===== src/rtl/seg7_pkg.sv =====
// rtl/seg7_pkg.sv - shared constants and state type for the seven-segment scan controller
package seg7_pkg;

   localparam int         NUM_DIGITS = 3;
   localparam int         VALUE_W    = 10;
   localparam logic [6:0] SEG_BLANK  = 7'h7F;
   localparam logic [2:0] AN_OFF     = 3'b111;

   typedef enum logic {S_SHOW, S_PENDING} scan_state_t;

endpackage


===== src/rtl/seg7_hex_decoder.sv =====
// rtl/seg7_hex_decoder.sv - 4-bit nibble to active-low seven-segment pattern (gfedcba)
module seg7_hex_decoder (
   input  logic [3:0] nib_i,
   output logic [6:0] seg_o
);

   // full 0-F table, a segment is lit when its bit is 0
   always_comb begin
      seg_o = 7'h7F;
      case (nib_i)
         4'h0: seg_o = 7'b1000000;
         4'h1: seg_o = 7'b1111001;
         4'h2: seg_o = 7'b0100100;
         4'h3: seg_o = 7'b0110000;
         4'h4: seg_o = 7'b0011001;
         4'h5: seg_o = 7'b0010010;
         4'h6: seg_o = 7'b0000010;
         4'h7: seg_o = 7'b1111000;
         4'h8: seg_o = 7'b0000000;
         4'h9: seg_o = 7'b0010000;
         4'hA: seg_o = 7'b0001000;
         4'hB: seg_o = 7'b0000011;
         4'hC: seg_o = 7'b1000110;
         4'hD: seg_o = 7'b0100001;
         4'hE: seg_o = 7'b0000110;
         4'hF: seg_o = 7'b0001110;
         default: seg_o = 7'h7F;
      endcase
   end

endmodule


===== src/rtl/seg7_scan_controller.sv =====
// rtl/seg7_scan_controller.sv - 3-digit multiplexed hex display scanner with frame-aligned value commit
module seg7_scan_controller
   import seg7_pkg::*;
#(
   parameter int SCAN_DIV = 50000,
   parameter int GUARD    = 2
) (
   input  logic                  clk,
   input  logic                  reset,
   input  logic                  load,
   input  logic [VALUE_W-1:0]    value,
   input  logic                  blank_lz,
   output logic                  ready,
   output logic [NUM_DIGITS-1:0] an,
   output logic [6:0]            seg
);

   localparam int             CNT_W    = $clog2(SCAN_DIV);
   localparam logic [CNT_W-1:0] CNT_LAST = CNT_W'(SCAN_DIV - 1);
   localparam logic [CNT_W-1:0] GUARD_C  = CNT_W'(GUARD);

   logic [CNT_W-1:0]      cnt_q, cnt_d;
   logic [1:0]            idx_q, idx_d;
   scan_state_t           state_q, state_d;
   logic [VALUE_W-1:0]    disp_q, disp_d;
   logic [VALUE_W-1:0]    pend_q, pend_d;
   logic [NUM_DIGITS-1:0] an_q, an_d;
   logic [6:0]            seg_q, seg_d;

   logic       tick;
   logic       frame_end;
   logic [3:0] nib;
   logic [6:0] dec_seg;
   logic       blank2;
   logic       blank1;
   logic       digit_blank;

   assign tick      = (cnt_q == CNT_LAST);
   assign frame_end = tick && (idx_q == 2'd2);
   assign ready     = (state_q == S_SHOW);
   assign an        = an_q;
   assign seg       = seg_q;

   // prescaler, digit index and the load/commit handshake; disp only changes at frame end
   always_comb begin
      cnt_d   = tick ? '0 : cnt_q + 1'b1;
      idx_d   = idx_q;
      state_d = state_q;
      pend_d  = pend_q;
      disp_d  = disp_q;
      if (tick) begin
         idx_d = (idx_q == 2'd2) ? 2'd0 : idx_q + 2'd1;
      end
      case (state_q)
         S_SHOW: begin
            if (load) begin
               pend_d  = value;
               state_d = S_PENDING;
            end
         end
         S_PENDING: begin
            if (frame_end) begin
               disp_d  = pend_q;
               state_d = S_SHOW;
            end
         end
         default: state_d = S_SHOW;
      endcase
   end

   // pick the nibble of the digit currently being scanned
   always_comb begin
      nib = disp_q[3:0];
      case (idx_q)
         2'd0:    nib = disp_q[3:0];
         2'd1:    nib = disp_q[7:4];
         default: nib = {2'b00, disp_q[9:8]};
      endcase
   end

   seg7_hex_decoder u_dec (
      .nib_i (nib),
      .seg_o (dec_seg)
   );

   // leading-zero suppression cascades down from the top digit; digit0 always shows
   always_comb begin
      blank2      = blank_lz && (disp_q[9:8] == 2'b00);
      blank1      = blank2 && (disp_q[7:4] == 4'h0);
      digit_blank = ((idx_q == 2'd2) && blank2) || ((idx_q == 2'd1) && blank1);
      seg_d       = digit_blank ? SEG_BLANK : dec_seg;
      an_d        = (cnt_q < GUARD_C) ? AN_OFF : ~(3'b001 << idx_q);
   end

   // all state and the display pins update together; reset returns to a blank, empty display
   always_ff @(posedge clk) begin
      if (reset) begin
         cnt_q   <= '0;
         idx_q   <= 2'd0;
         state_q <= S_SHOW;
         disp_q  <= '0;
         pend_q  <= '0;
         an_q    <= AN_OFF;
         seg_q   <= SEG_BLANK;
      end else begin
         cnt_q   <= cnt_d;
         idx_q   <= idx_d;
         state_q <= state_d;
         disp_q  <= disp_d;
         pend_q  <= pend_d;
         an_q    <= an_d;
         seg_q   <= seg_d;
      end
   end

endmodule


===== config.mk =====
export PLATFORM = sky130hd
export DESIGN_NAME = seg7_scan_controller
export DESIGN_NICKNAME = d
export VERILOG_FILES = /design/src/rtl/seg7_pkg.sv /design/src/rtl/seg7_hex_decoder.sv /design/src/rtl/seg7_scan_controller.sv
export SDC_FILE = /design/constraint.sdc
export NUM_CORES = 1
export LEC_CHECK = 0
export ABC_AREA = 0
export ABC_CLOCK_PERIOD_IN_PS = 2050
export CORE_UTILIZATION = 42
export CTS_BUF_LIST = sky130_fd_sc_hd__clkbuf_8
export DETAILED_ROUTE_END_ITERATION = 8
export PLACE_DENSITY = 0.68
export SYNTH_ARGS = -nofsm -noshare
export SYNTH_HDL_FRONTEND = slang
export SYNTH_SLANG_ARGS = --single-unit

===== constraint.sdc =====
create_clock -name clk -period 2.05 [get_ports clk]
set_input_delay 0.41 -clock clk [delete_from_list [all_inputs] [get_ports clk]]
set_output_delay 0.41 -clock clk [all_outputs]
set_load 0.05 [all_outputs]

-- After elaboration in Yosys (flattened, before gate mapping)
Memory sizes are Yosys's and may differ from the RTL's. A register that Yosys moved wholly into a read port is not among the register bits.
Index checks and enable logic that the tools add are counted.
- bits in registers: 42
- ROM bits: 112
- memories kept: 1
- reduce and logical (&&, ||, !) cells: 14
- add/subtract/negate cells: 2
- magnitude comparators: 1
- shift-type cells: 1
- eq/ne operators: 3
- mux-type cells: 5
- bitwise operators: 2
- memory list (memory ; depth ; bits a word ; rd ports ; clocked after memory_dff ; write ports ; RTL line ; source):
    (name not given) ; 16 ; 7 ; 1 ; 1 ; 0 ; seg7_hex_decoder.sv:10 ; case (nib_i)
- operator list (operator ; number):
    $add A16 B1 Y16 const B ; 1
    $eq A16 B16 Y1 const B ; 1
    $lt A16 B2 Y1 const B ; 1
    $pmux W4 S2 ; 1
    $reduce_or A2 Y1 ; 3
    $logic_and A1 B1 Y1 ; 5
    $logic_not A2 Y1 ; 2
    $logic_not A4 Y1 ; 1
    $reduce_and A2 Y1 ; 2
    $not A3 Y3 ; 1
    $shl A1 B2 Y3 const A ; 1
    $add A2 B1 Y2 const B ; 1
    $eq A2 B1 Y1 const B ; 1
    $eq A2 B2 Y1 const B ; 1
    $mux W1 ; 2
    $mux W2 ; 1
    $pmux W1 S2 ; 1
    $logic_or A1 B1 Y1 ; 1
    $not A1 Y1 ; 1

-- Logic depth before layout (Yosys ltp)
- word-level depth: 6
- depth in mapped cells: 8
- mapped depth without buffers: 7

-- Hierarchy
From an unflattened synthesis, not the netlist that was laid out.
- cells, all modules: 261
- area, all modules: 2309.7 sq um
- by module, submodules not included (module ; cells an instance ; times used ; area each (sq um) ; sequential area each (sq um)):
    seg7_scan_controller ; 226 ; 1 ; 2039.5 ; 980.9
    seg7_hex_decoder ; 35 ; 1 ; 270.3 ; 0.0

-- Worst setup path before layout
OpenSTA, ideal clock, no wires.
- path kind: reg-to-reg
- start: register idx_q[0]
- end: register seg_q[3] (netlist: seg[3])
- cell stages (with the launch flop): 8
- required time: 1.891 ns
- path buffers: 1
- path slack: 0.158 ns
- data arrival time: 1.733 ns
- period minus slack after synthesis: 1.892 ns
- setup time: 0.159 ns
- path through: dfxtp_1 buf_2 mux2_2 mux2i_1 inv_1 ha_1 o221ai_1 o311ai_0
- cells in the longest elaborated chain, start to end: 4
- elaborated cells between the ends (all ways): 8
- classes of those cells: 2 x eq/ne; 1 x mux; 5 x reduce/logical
- ends and longest elaborated chain (element ; RTL line ; source):
    start: declaration ; seg7_scan_controller.sv:23 ; logic [1:0] idx_q, idx_d;
    start signal: assignment ; seg7_scan_controller.sv:107 ; idx_q <= idx_d;
    $eq A2 B2 Y1 / $eq A2 B1 Y1 (equally long branches) ; seg7_scan_controller.sv:90, seg7_scan_controller.sv:74 ;
    $logic_and A1 B1 Y1 ; seg7_scan_controller.sv:90 ; digit_blank = ((idx_q == 2'd2) && blank2) || ((idx_q == 2'd1) && blank1);
    $logic_or A1 B1 Y1 ; seg7_scan_controller.sv:90 ;
    $reduce_or A2 Y1 (no source line) ; -- ;
    end: declaration ; seg7_scan_controller.sv:28 ; logic [6:0] seg_q, seg_d;
Several ways; a longest one is shown, not always the timed one.
A chain may end at the register's enable or synchronous reset.

-- Final worst setup path
- start: register state_q
- end: output port ready
- cells in the longest elaborated chain, start to end: 1
- ends and longest elaborated chain (element ; RTL line ; source):
    start: declaration ; seg7_scan_controller.sv:24 ; scan_state_t state_q, state_d;
    start signal: assignment ; seg7_scan_controller.sv:108 ; state_q <= state_d;
    $not A1 Y1 (no source line) ; -- ;
    end: declaration ; seg7_scan_controller.sv:13 ; output logic ready,
No other way between the ends.

==> results.py <==
metrics = {
    "global_routing": {
        "track_usage_pct": 16.23,
        "grt_max_degree": 34,
        "antenna_found_initial": 0,
        "grt_pass1_vias": 1575,
        "overflow": 0,
        "grt_pass1_wl_um": 7100,
    },
    "status": {
        "status": "finished clean",
    },
    "logic_synthesis": {
        "synth_area_mm2": 0.002253,
        "netlist_instances": 254,
        "yosys_warnings": 0,
        "synth-compound-area-share_pct": 7.662,
        "synth_simple_gate_area_share_pct": 27.15,
        "ys_seq_area_share_pct": 43.53,
        "synth_adder_area_share_pct": 3.331,
        "syn_area_per_cell_um2": 8.872,
        "synth_cell_types": 38,
        "ys_ff_latch": 49,
        "synthMuxAreaShare_pct": 8.551,
        "synth_top_family_by_area": "simple AND/OR/NAND/NOR gates",
        "synthXorXnorAreaFrac_pct": 5.441,
        "synthesis.nets": 274,
    },
    "timing": {
        "final.setup.tns_ns": 0,
        "finClkSkew_ns": 0.004507,
        "post-route-min-period_ns": 1.927,
        "setup_viol": 0,
        "fmax_mhz": 518.9,
        "slew_viol_final": 0,
        "relSlewSlack_pct": 66.82,
        "final-hold-violation-count": 0,
        "rsz0062_at_grt": "false",
        "post-route-period-util_pct": 94.01,
        "tightestPinTransition_ns": 0.4962,
    },
    "power": {
        "p_int_w": 0.001440,
        "power_density_mw_per_mm2": 684.5,
        "combPwrFrac_pct": 8.0,
        "finalPower_w": 0.001844,
        "swShare_pct": 21.91,
        "power_frac_seq_pct": 53.8,
        "clkPwrFrac_pct": 38.2,
        "p_sw_w": 0.0004039,
        "power.leakage_nw": 0.9547,
        "vdd_drop_max_uv": 455.4,
    },
    "worst_hold_path": {
        "hp-start": "pend_q[4]",
        "hold_depth": 2,
        "hold_path_class": "flop to flop",
        "hold_end": "pend_q[4]",
    },
    "cts": {
        "cts_inserted_buffers": 5,
        "cts-resized-gates": 0,
        "clk_path_buf_depth": 2,
        "cts_hold_buf": 0,
        "clk_root_buffer_cell": "clkbuf_8",
        "cts_sinks": 49,
        "cts.htree.levels": 2,
        "clk_pin_slew_ns": 0.09,
        "post_cts_buffers": 0,
        "cts_tree": "built",
        "insertion_delay_ns": 0.29,
    },
    "routing": {
        "firstDrtPassIters": 4,
        "vias": 1725,
        "drc": 0,
        "detail-route-antenna-nets": 0,
        "wire_per_inst_um": 11.49,
        "finalWirelength_um": 4044,
        "viasPerCell": 4.901,
        "drtIter0Drc": 37,
    },
    "critical_path": {
        "path_cells": "inv_1 > clkdlybuf4s50_1",
        "cp.arrival_ns": 1.52,
        "rr_endpoint": "cnt_q[13]",
        "reg2reg_from": "cnt_q[13]",
        "path_class": "flop to primary output",
        "crit_slowest_cell": "clkdlybuf4s50_1",
        "endpoint_kind": "primary output",
        "startpoint_type": "flop",
        "critPathBufInv": 2,
        "r2r_cells": 5,
        "r2r_slack_ns": 0.21,
        "required_ns": 1.64,
        "max_stage_delay_ns": 0.80,
        "critPathMaxFanout": 4,
        "crit_family": "buffers and inverters",
    },
    "final_layout": {
        "nNetsFinal": 301,
        "final_area_mm2": 0.002694,
        "antenna_cells": 0,
        "syn_to_final_growth_pct": 19.54,
        "layout-drive-gt1-share_pct": 8.865,
    },
    "floorplanning": {
        "io_pins": 25,
        "coreArea_mm2": 0.005140,
        "initial_core_util_pct": 43.84,
        "dieArea_mm2": 0.005662,
        "die_w_um": 75.25,
        "die_h_um": 75.25,
        "std_cell_rows": 26,
    },
    "run": {
        "drv_cap": 0,
    },
    "placement": {
        "place_area_mm2": 0.002574,
        "gp_congestion": 0.7942,
        "dpl.hpwl_um": 2994,
        "port_buffers": 24,
    },
}
==> layout make-up <==
class	count	area (µm²)
fill	529	2446
multi-input combinational	185	1175
sequential	49	980.9
timing repair buffer	32	300.3
tap	70	87.58
clock buffer	6	82.58
clock inverter	2	37.54
inverter	8	30.03
==> cell families (layout without fill, tap and decap cells) <==
logic type,after synthesis,count (layout)
AND/OR/NAND/NOR,119,119
flip-flops,49,49
AO/OA/AOI/OAI,27,27
buffers and inverters,20,48
multiplexers,19,19
XOR/XNOR,14,14
adder cells (fa/ha/maj),6,6
==> synthesized netlist by cell type (all sizes together) <==
cell type | instances | area [µm²]
dfxtp | 49 | 980.9
nand2 | 29 | 108.9
nor2 | 28 | 105.1
nand2b | 21 | 131.4
mux2i | 17 | 170.2
a21oi | 13 | 65.06
xnor2 | 12 | 105.1
nand3 | 9 | 45.04
nor4 | 9 | 71.32
inv | 8 | 30.03
clkbuf | 7 | 26.28
ha | 6 | 75.07
nor3 | 6 | 30.03
buf | 5 | 41.29
nand4 | 5 | 31.28
nor2b | 3 | 18.77
o211ai | 3 | 22.52
or2 | 3 | 18.77
a31oi | 2 | 12.51
and3 | 2 | 17.52
mux2 | 2 | 22.52
o221ai | 2 | 17.52
o311ai | 2 | 17.52
xor2 | 2 | 17.52
a211oi | 1 | 7.510
a21o | 1 | 7.510
a32o | 1 | 10.01
nand3b | 1 | 7.510
o21a | 1 | 7.510
o21ai | 1 | 5.000
or3 | 1 | 6.260
or3b | 1 | 8.760
or4 | 1 | 11.26
==> cell usage in the layout (no fill, tap or decap), drive strengths merged, types with 3 or more instances in the layout <==
master         instances
nor4                   9
xnor2                 12
buf                    8
dfxtp                 49
o211ai                 3
ha                     6
nand2b                21
nand2                 29
a21oi                 13
nand3                  9
clkbuf                 6
mux2i                 17
nor2b                  3
nor2                  28
nand4                  5
nor3                   6
inv                    8
or2                    3
clkdlybuf4s50         24
==> state kept, by name (all words and copies together) (netlist names) <==
signal / cells
seg: 7
cnt_q: 16
pend_q: 10
state_q: 1
idx_q: 2
an: 3
disp_q: 10
==> per-layer routing <==
metal | wire length, µm | GRT usage [%] | part of all wire (%) | vias to the layer above
met4 | 56 | 5.967 | 1.4 | 0
met1 | 2067 | 22.28 | 51 | 772
met2 | 1806 | 24.62 | 45 | 30
li1 | - | - | - | 917
met5 | 0 | 0 | 0 | -
met3 | 113 | 4.150 | 2.8 | 6
==> metrics by stage <==
stage	hold slack, ns	cells	setup WS (ns)	util (%)
floorplan	0.4368	254	0.1579	-
global placement	0.4437	344	0.2336	50.07
detailed placement	0.4475	344	0.2108	50.07
CTS	0.4602	352	0.1125	52.41
global route	0.4783	352	0.06801	52.41
finish	0.4587	352	0.1228	52.41
==> how the worst max path moves through the flow <==
stage / startpoint / end / slack [ns] / depth (start not counted)
2_1_floorplan: idx_q[0] / seg[3] / 0.16 / 7
3_3_place_gp: idx_q[0] / seg[3] / 0.23 / 6
3_5_place_dp: cnt_q[13] / cnt_q[8] / 0.21 / 5
4_1_cts: state_q / ready / 0.11 / 2
5_1_grt: idx_q[0] / seg[3] / 0.07 / 6
6_report: state_q / ready / 0.12 / 2
==> power by group through the flow <==
stage	registers, W	logic (W)	clock network [W]
after floorplan	0.00104	0.0000635	0
after global placement	0.00101	0.000148	0
after detailed placement	0.00101	0.000150	0
after CTS	0.000992	0.000150	0.000720
after global routing	0.000996	0.000164	0.000767
final	0.000992	0.000148	0.000704
==> worst register-to-register path: cells and delay by family, from the launching register on <==
family                 cells  cell delay (ns)
buffers and inverters      1             0.17
flip-flops                 1             0.34
AND/OR/NAND/NOR            4             1.22
Note: power is estimated with default switching activity, not from simulation.
